## src/rtl/hack_mem_arbiter.sv

```systemverilog
// hack_mem_arbiter
//   Shares the single Hack data Memory port between two request/ack masters:
//   port 0 (CPU data) and port 1 (loader/DMA). One access per 3-cycle window
//   (IDLE -> ACCESS -> DONE). Addresses above RAM_TOP are not RAM: reads
//   return 0, writes are suppressed and flagged on err.
//
//   Build option: define HACK_MEM_ARB_FIXED_PRIO_EN to make port 0 always win
//   contention. Otherwise contention is resolved round-robin.
//
// Ports
//   CLK, RST_N                      clock (rising edge), async active-low reset
//   reqN/weN/addrN/wdataN           port N request, held stable until ackN
//   ackN                            one-cycle completion pulse (DONE cycle)
//   rdataN                          read data, valid while ackN = 1
//   mem_in/mem_address/mem_load     to Memory
//   mem_out                         from Memory (combinational read)
//   busy                            high in ACCESS and DONE
//   gnt_id                          port currently or most recently granted
//   err                             pulse with ack for an out-of-range write
module hack_mem_arbiter #(
  parameter int unsigned ADDR_W  = 15,
  parameter int unsigned DATA_W  = 16,
  parameter int unsigned RAM_TOP = 16383
) (
  input  logic              CLK,
  input  logic              RST_N,
  input  logic              req0,
  input  logic              we0,
  input  logic [ADDR_W-1:0] addr0,
  input  logic [DATA_W-1:0] wdata0,
  output logic              ack0,
  output logic [DATA_W-1:0] rdata0,
  input  logic              req1,
  input  logic              we1,
  input  logic [ADDR_W-1:0] addr1,
  input  logic [DATA_W-1:0] wdata1,
  output logic              ack1,
  output logic [DATA_W-1:0] rdata1,
  output logic [DATA_W-1:0] mem_in,
  output logic [ADDR_W-1:0] mem_address,
  output logic              mem_load,
  input  logic [DATA_W-1:0] mem_out,
  output logic              busy,
  output logic              gnt_id,
  output logic              err
);

  localparam logic [1:0] S_IDLE   = 2'd0;
  localparam logic [1:0] S_ACCESS = 2'd1;
  localparam logic [1:0] S_DONE   = 2'd2;

  localparam logic [ADDR_W:0] TOP = (ADDR_W+1)'(RAM_TOP);

  typedef struct packed {
    logic              we;
    logic [ADDR_W-1:0] addr;
    logic [DATA_W-1:0] wdata;
  } mreq_t;

  logic [1:0]        state;
  mreq_t             lat;
  mreq_t             win_req;
  logic              win;
  logic              in_range;
  logic [DATA_W-1:0] rd_val;

  // Arbitration: a lone requester always wins; contention goes to port 0
  // (fixed) or to the port not granted last (round-robin).
  always_comb begin
    win = 1'b0;
`ifdef HACK_MEM_ARB_FIXED_PRIO_EN
    win = ~req0;
`else
    if (req0 && req1) win = ~gnt_id;
    else              win = req1;
`endif
    win_req.we    = win ? we1    : we0;
    win_req.addr  = win ? addr1  : addr0;
    win_req.wdata = win ? wdata1 : wdata0;
  end

  assign in_range = ({1'b0, lat.addr} <= TOP);
  assign rd_val   = (!lat.we && in_range) ? mem_out : '0;

  // The latched transaction only changes on the IDLE->ACCESS edge, so driving
  // Memory straight from it gives "valid in ACCESS, hold elsewhere" for free.
  assign mem_address = lat.addr;
  assign mem_in      = lat.wdata;
  // Decoded from state so an async reset mid-ACCESS drops it immediately.
  assign mem_load    = (state == S_ACCESS) && lat.we && in_range;
  assign busy        = (state != S_IDLE);

  always_ff @(posedge CLK or negedge RST_N) begin
    if (!RST_N) begin
      state  <= S_IDLE;
      lat    <= '0;
      gnt_id <= 1'b1;  // port 0 takes the first contention
      ack0   <= 1'b0;
      ack1   <= 1'b0;
      err    <= 1'b0;
      rdata0 <= '0;
      rdata1 <= '0;
    end else begin
      case (state)
        S_IDLE: begin
          if (req0 || req1) begin
            lat    <= win_req;
            gnt_id <= win;
            state  <= S_ACCESS;
          end
        end
        S_ACCESS: begin
          if (gnt_id) begin
            ack1   <= 1'b1;
            rdata1 <= rd_val;
          end else begin
            ack0   <= 1'b1;
            rdata0 <= rd_val;
          end
          err   <= lat.we && !in_range;
          state <= S_DONE;
        end
        S_DONE: begin
          ack0  <= 1'b0;
          ack1  <= 1'b0;
          err   <= 1'b0;
          state <= S_IDLE;
        end
        default: state <= S_IDLE;
      endcase
    end
  end

endmodule
```

## config.mk

```make
export PLATFORM = sky130hd
export DESIGN_NAME = hack_mem_arbiter
export DESIGN_NICKNAME = d
export VERILOG_FILES = /design/src/rtl/hack_mem_arbiter.sv
export SDC_FILE = /design/constraint.sdc
export NUM_CORES = 1
export LEC_CHECK = 0
export BUFFER_PORTS_ARGS = -buffer_cell sky130_fd_sc_hd__buf_2
export CORE_MARGIN = 5
export CORE_UTILIZATION = 30
export DETAILED_ROUTE_END_ITERATION = 12
export PLACE_DENSITY_LB_ADDON = 0.05
export SLEW_MARGIN = 5
export SYNTH_ARGS = -nofsm -noshare
export SYNTH_HDL_FRONTEND = slang
export SYNTH_SLANG_ARGS = --single-unit
```

## constraint.sdc

```tcl
create_clock -name CLK -period 2.1 [get_ports CLK]
set_input_delay 0.42 -clock CLK [delete_from_list [all_inputs] [get_ports CLK]]
set_output_delay 0.42 -clock CLK [all_outputs]
set_load 0.03 [all_outputs]
```

After elaboration in Yosys (flattened, before gate mapping)

Cells that the tools add are included.

Input bits: 84
Output and inout port bits: 69
Logic and storage cells: 45
Bits in registers: 70

Bitwise gates (word level): 1
Magnitude comparators: 1
Muxes and demuxes: 12
Equal/unequal tests: 5
Reductions and logical operators: 16

Operators with widths:

| cell                 | number |
|---|---|
| $mux 16              | 2 |
| $le 15x14->1 const B | 1 |
| $mux 15              | 1 |
| $reduce_and 2->1     | 5 |
| $ne 2x2->1 const B   | 3 |
| $pmux 1 s2           | 3 |
| $logic_and 1x1->1    | 5 |
| $mux 1               | 4 |
| $pmux 2 s2           | 1 |
| $reduce_bool 2->1    | 2 |
| $eq 2x1->1 const B   | 1 |
| $eq 2x2->1 const B   | 1 |
| $logic_not 1->1      | 2 |
| $logic_not 2->1      | 1 |
| $mux 2               | 1 |
| $logic_or 1x1->1     | 1 |
| $not 1->1            | 1 |

Depth between registers and ports, before layout

Gate-level depths: netlist (run 1).

Depth after elaboration: 4
Depth in mapped cells: 7
Gate-level depth less buffers: 5

Least setup slack after synthesis (run 1)

No wires, ideal clock.

Path type: register -> output
From: register state[1]
To: output mem_load
Data arrival time: 0.986 ns
Cell stages (with the launch flop): 4
Path slack: 0.694 ns
Data required time: 1.680 ns
Path buffers: 0
Cells stage by stage: dfrtp_1 > inv_1 > ha_1 > and3b_1

Word-level cells in the longest chain between the ends: 3

Ends and longest elaborated chain:

| item                           | line | text |
|---|---|---|
| from (decl)                    | 60   | `logic [1:0] state;` |
| from (signal assigned)         | 95   | `state <= S_IDLE;` |
| from (signal assigned)         | 109  | `state <= S_ACCESS;` |
| from (signal assigned)         | 121  | `state <= S_DONE;` |
| $eq 2x1->1                     | 90   | `assign mem_load = (state == S_ACCESS) && lat.we && in_range;` |
| $logic_and 1x1->1 (2 in a row) | 90   |  |
| to (decl)                      | 41   | `output logic mem_load,` |

No other way between the ends.

Final worst setup path (run 1)

Same ends and word-level chain as after synthesis.

==> impl_metrics.yaml, run 1 <==
run_status:
  outcome: "finished clean"
synthesis:
  syn_nets: 445
  netlist_area_um2: 3220
  yosys_register_bits: 70
  synth_warnings: 0
  synth_cells: 358
  ys_seq_area_share_pct: 54.5
  synth.avg_cell_area_um2: 8.98
  synthDistinctLibCells: 27
setup_path:
  crit_fanout: 5
  crit_type: "reg2out"
  cp-startpoint: "state[1]"
  r2r_cells: 6
  critPathArrivalTime_ps: 1410
  cp-start-kind: "flop"
  r2r-end: "mem_address[13]"
  cp.required_ps: 1680
  r2r-start: "state[0]"
  rrSetupSlack_ps: 560
  cp-end-kind: "output pin"
sta:
  slew_headroom_pct: 69.3
  setup_tns_ps: 0
  whs_ps: 27.1
  post-route-period-util_pct: 87.0
  hold_violations: 0
  setup_viol: 0
  finClkSkew_ps: 12.4
  min_period_ps: 1830
  rsz0062_at_grt: "false"
  drv_slew: 0
  worstMarginPinSlew_ps: 460
  max_freq_ghz: 0.547
clock_tree:
  clock_sink_count: 70
  cts_resized: 0
  cts_root_buffer: "clkbuf_8"
  clk_path_buf_depth: 2
  cts_hold_buf: 0
  postCtsSetupBuffers: 0
  worst_skew_pair.late_latency_ps: 340
  cts_tree: "done"
  cts_buffers: 9
  h-tree-depth: 3
  clkTransAtPathRegs_ps: 70
routing:
  wl_per_cell_um: 14.1
  via_per_inst: 4.35
  routed_wl_um: 8720
  drc: 0
  vias: 2690
  drtIter0Drc: 113
  drt_pass1_iterations: 5
  postRouteAntennaNets: 0
grt:
  grt_pass1_vias: 2772
  grt.overflow.total: 0
  gr-usage-all-layers_pct: 13.7
  antenna_found_initial: 0
  grt_pass1_wl_um: 14200
  grt_max_degree: 44
min_path:
  hold_path.class: "in2async"
placed_design:
  dp_hpwl_um: 6370
  place_inst: 602
  port_buffers: 152
  placed_cell_area_um2: 3870
  gp_congestion: 0.705
layout:
  syn_to_final_growth_pct: 26.3
  fin_cells: 618
  drive_gt1_share_pct: 36.9
  num_antenna_cells: 0
  fin_area_um2: 4060
  nNetsFinal: 564
pwr:
  power.leakage_uw: 0.00207
  ir_drop_v: 0.000699
  powerDensity_nw_per_um2: 1690
flow_run:
  maxCapViolations: 0
floorplanning:
  die_h_um: 114
  die_x_um: 114
  core_um2: 10400
  top_level_ports: 153
  rows: 37
  start_util_pct: 31.0
  die-area_um2: 12900
## stage by stage
stage	utilization [%]	total power (µW)	worst slack [ps]
floorplan	-	5180	694
global placement	37.3	5870	583
finish	39.2	6880	273
global route	39.2	7450	160
CTS	39.2	7020	221
detailed placement	37.3	5910	551
## synthesized netlist by cell type, drive strengths merged
master / count / area, µm²
inv: 6 / 22.5
nor3: 1 / 5.00
clkbuf: 4 / 16.3
o21a: 1 / 7.51
nand4b: 1 / 8.76
o41ai: 1 / 8.76
nand2: 113 / 424
dfstp: 1 / 26.3
a21boi: 1 / 18.8
a31oi: 33 / 206
o31ai: 1 / 7.51
a21oi: 2 / 10.0
o22ai: 1 / 6.26
nor2: 34 / 130
ha: 3 / 37.5
buf: 48 / 350
and3b: 1 / 8.76
a21o: 1 / 7.51
nand2b: 1 / 6.26
a21bo: 1 / 10.0
dfrtp: 69 / 1730
o21ai: 34 / 170
## logic make-up after synthesis
logic type               after synthesis  synth area share [%]
flip-flops                            70                  54.5
adder cells (fa/ha/maj)                3                  1.17
AO/OA/AOI/OAI                         76                  14.1
buffers and inverters                 58                  12.1
AND/OR/NAND/NOR                      151                  18.1
## worst max-delay path, cell delays in order (launching register included)
cell,delay [ps]
dfrtp_1,390
inv_1,90
ha_1,230
and3b_1,170
buf_2,190
## state kept, by name, summed over array words and instances (netlist names)
signal,cells
ack1,1
state,2
rdata0,16
rdata1,16
mem_in,16
ack0,1
gnt_id,1
mem_address,15
err,1
lat,1
## area by class of cell
cell class              count  area (µm²)
fillers                  1134        6310
inverters                   6        22.5
repair buffers            160         848
well taps                 136         170
multi-input cells         230        1070
clock inverters             3        43.8
clock buffers              13         149
flip-flops and latches     70        1750
## placed cells by master (no fill, tap or decap), types with 2 or more instances in the layout
master,synthesis,routed
clkbuf_8,0,10
o21ai_0,25,25
inv_1,6,6
buf_12,0,2
buf_2,10,151
a21oi_1,2,2
dfrtp_1,69,69
nor2_1,33,33
buf_4,34,7
a31oi_1,33,33
nand2_1,113,113
clkbuf_1,3,3
o21ai_1,9,9
ha_1,3,3
## worst max path at each step
| stage | endpoint | depth (start not counted) |
|---|---|---|
| floorplan | mem_load | 3 |
| global placement | mem_in[4] | 4 |
| detailed placement | mem_address[13] | 4 |
| CTS | mem_load | 4 |
| global route | mem_load | 4 |
| finish | mem_load | 4 |
## report_power, final
part           internal, µW  switching (µW)  total, µW
combinational           998            2430       3430
sequential             2000             372       2370
clock                   584             495       1080
## routing by layer
layer | GRT usage, % | wire (µm) | vias to the layer above
li1 | - | - | 1386
met1 | 18.6 | 4030 | 1191
met2 | 20.5 | 3800 | 105
met3 | 4.35 | 802 | 8
met4 | 5.05 | 86 | 0
met5 | 0 | 0 | -
Note: power is estimated with default switching activity, not from simulation.
==> inputs of run 2 (changes only) <==
- ABC_AREA: unset -> 1
==> impl_metrics.yaml, run 2 <==
run_status:
  outcome: "finished clean"
setup_path:
  crit_fanout: 4
  crit_type: "reg2out"
  critPathArrivalTime_ps: 1420
  cp.required_ps: 1680
  cp-end-kind: "output pin"
  cp-start-kind: "flop"
pwr:
  powerDensity_nw_per_um2: 1610
  ir_drop_v: 0.000585
  power.leakage_uw: 0.00272
layout:
  nNetsFinal: 668
  fin_area_um2: 4580
  final_util_pct: 38.6
  syn_to_final_growth_pct: 27.2
  drive_gt1_share_pct: 31.2
  num_antenna_cells: 0
  fin_cells: 733
  final_cell_mix: "nand2_1 (151), buf_2 (151), inv_1 (74)"
floorplanning:
  rows: 40
  top_level_ports: 153
  start_util_pct: 30.3
  die_h_um: 120
  die_x_um: 120
  core_um2: 11900
  die-area_um2: 14300
sta:
  setup_viol: 0
  finClkSkew_ps: 2.70
  setup_tns_ps: 0
  drv_slew: 0
  slew_headroom_pct: 58.5
  min_period_ps: 1840
  worstMarginPinSlew_ps: 620
  max_freq_ghz: 0.543
  rsz0062_at_grt: "false"
  fin_ws_ps: 260
  post-route-period-util_pct: 87.6
  hold_violations: 0
synthesis:
  synth_top_area_cell: "dfrtp_1"
  synth_cells: 463
  yosys_register_bits: 70
  synth_warnings: 0
  netlist_area_um2: 3600
  ys_async_sr_fraction_pct: 100
  synth-edff-count: 0
  syn_nets: 550
  yosysMostFrequentCell: "nand2_1"
  synthDistinctLibCells: 20
  synth_common_cells: "nand2_1 (151), inv_1 (74), dfrtp_1 (69)"
  ys_top_cells_by_area: "dfrtp_1 (48%), nand2_1 (16%), nand3_1 (9.0%)"
  synth_ff_type: "dfrtp_1"
  synth_top_area_share_pct: 48.0
  ys_seq_area_share_pct: 48.7
  synth.avg_cell_area_um2: 7.77
clock_tree:
  cts_root_buffer: "clkbuf_16"
  cts_hold_buf: 0
  cts_buffers: 9
  cts_tree: "done"
  postCtsSetupBuffers: 0
  cts_resized: 0
  h-tree-depth: 3
  clock_sink_count: 70
  clk_path_buf_depth: 2
  clkTransAtPathRegs_ps: 60
  worst_skew_pair.late_latency_ps: 330
placed_design:
  dp_hpwl_um: 7190
  place_inst: 717
  placed_cell_area_um2: 4240
  port_buffers: 152
  place_ws_ps: 541
  gp_congestion: 0.759
routing:
  drc: 0
  wl_per_cell_um: 13.7
  postRouteAntennaNets: 0
  vias: 3188
  drtIter0Drc: 202
  routed_wl_um: 10000
  via_per_inst: 4.35
  drt_pass1_iterations: 4
grt:
  grt.overflow.total: 0
  gr-usage-all-layers_pct: 14.3
  antenna_found_initial: 0
  grt_pass1_vias: 3224
  grt_max_degree: 38
  grt_pass1_wl_um: 16200
min_path:
  hold_path.class: "in2async"
flow_run:
  maxCapViolations: 0
run 2: cell types whose count changed in the layout (fill, tap and decap cells not counted), moves of 3 or more:
| cell | before | now |
|---|---|---|
| a31oi_1 | 33 | 0 |
| buf_4 | 7 | 10 |
| clkbuf_16 | 0 | 9 |
| clkbuf_8 | 10 | 0 |
| inv_1 | 6 | 74 |
| nand2_1 | 113 | 151 |
| nand3_1 | 0 | 65 |
| nor2_1 | 33 | 1 |
| o21ai_0 | 25 | 35 |
| o21ai_1 | 9 | 2 |
run 2: kinds of logic (layout without fill, tap and decap cells):
logic type	after synthesis	after routing	synth area share [%]
AO/OA/AOI/OAI	38	38	5.29
AND/OR/NAND/NOR	223	223	26.6
flip-flops	70	70	48.7
adder cells (fa/ha/maj)	3	3	1.04
buffers and inverters	129	252	18.3
run 2: worst paths after layout:
path / startpoint / end / slack (ps) / depth (start not counted)
hold / removal: RST_N / mem_address[13] / 50 / 1
hold reg to reg: mem_address[1] / mem_address[1] / 470 / 2
setup / recovery: state[1] / mem_load / 260 / 5
setup reg to reg: state[1] / mem_address[2] / 550 / 7
max in group asynchronous: RST_N / state[1] / 1330 / 2
min in group CLK: mem_out[8] / rdata0[8] / 360 / 3
run 2: metrics by stage:
stage               hold slack [ps]  total power, µW
floorplan                       124             5090
global placement                428             5680
detailed placement              429             5710
CTS                            73.3             7480
global route                    105             7890
finish                         54.0             7350
run 2: area by class of cell:
type,count,area [µm²]
Clock buffer,10,229
Clock inverter,6,110
Fill cell,1297,7290
Inverter,75,284
Multi-Input combinational cell,264,1180
Sequential cell,70,1750
Tap cell,147,184
Timing Repair Buffer,161,831
run 2: critical path, stage by stage (launching register included):
cell and delay, ps:
dfrtp_1 380, inv_1 100, ha_1 230, nand2_1 80, nor2_1 90, buf_2 210
run 2: power breakdown:
| group | total [µW] | leakage (µW) | internal (µW) | switching, µW |
|---|---|---|---|---|
| Clock | 1730 | 0.000159 | 1160 | 571 |
| Sequential | 2260 | 0.000888 | 1930 | 331 |
| Combinational | 3350 | 0.00167 | 935 | 2420 |
| Total | 7350 | 0.00272 | 4020 | 3320 |
run 2: layer usage:
layer | routed length (µm) | share of wire [%] | track usage (%)
met4 | 172 | 1.7 | 5.65
met5 | 0 | 0 | 0
met2 | 4640 | 46 | 22.9
met3 | 627 | 6.3 | 3.44
met1 | 4570 | 46 | 18.6
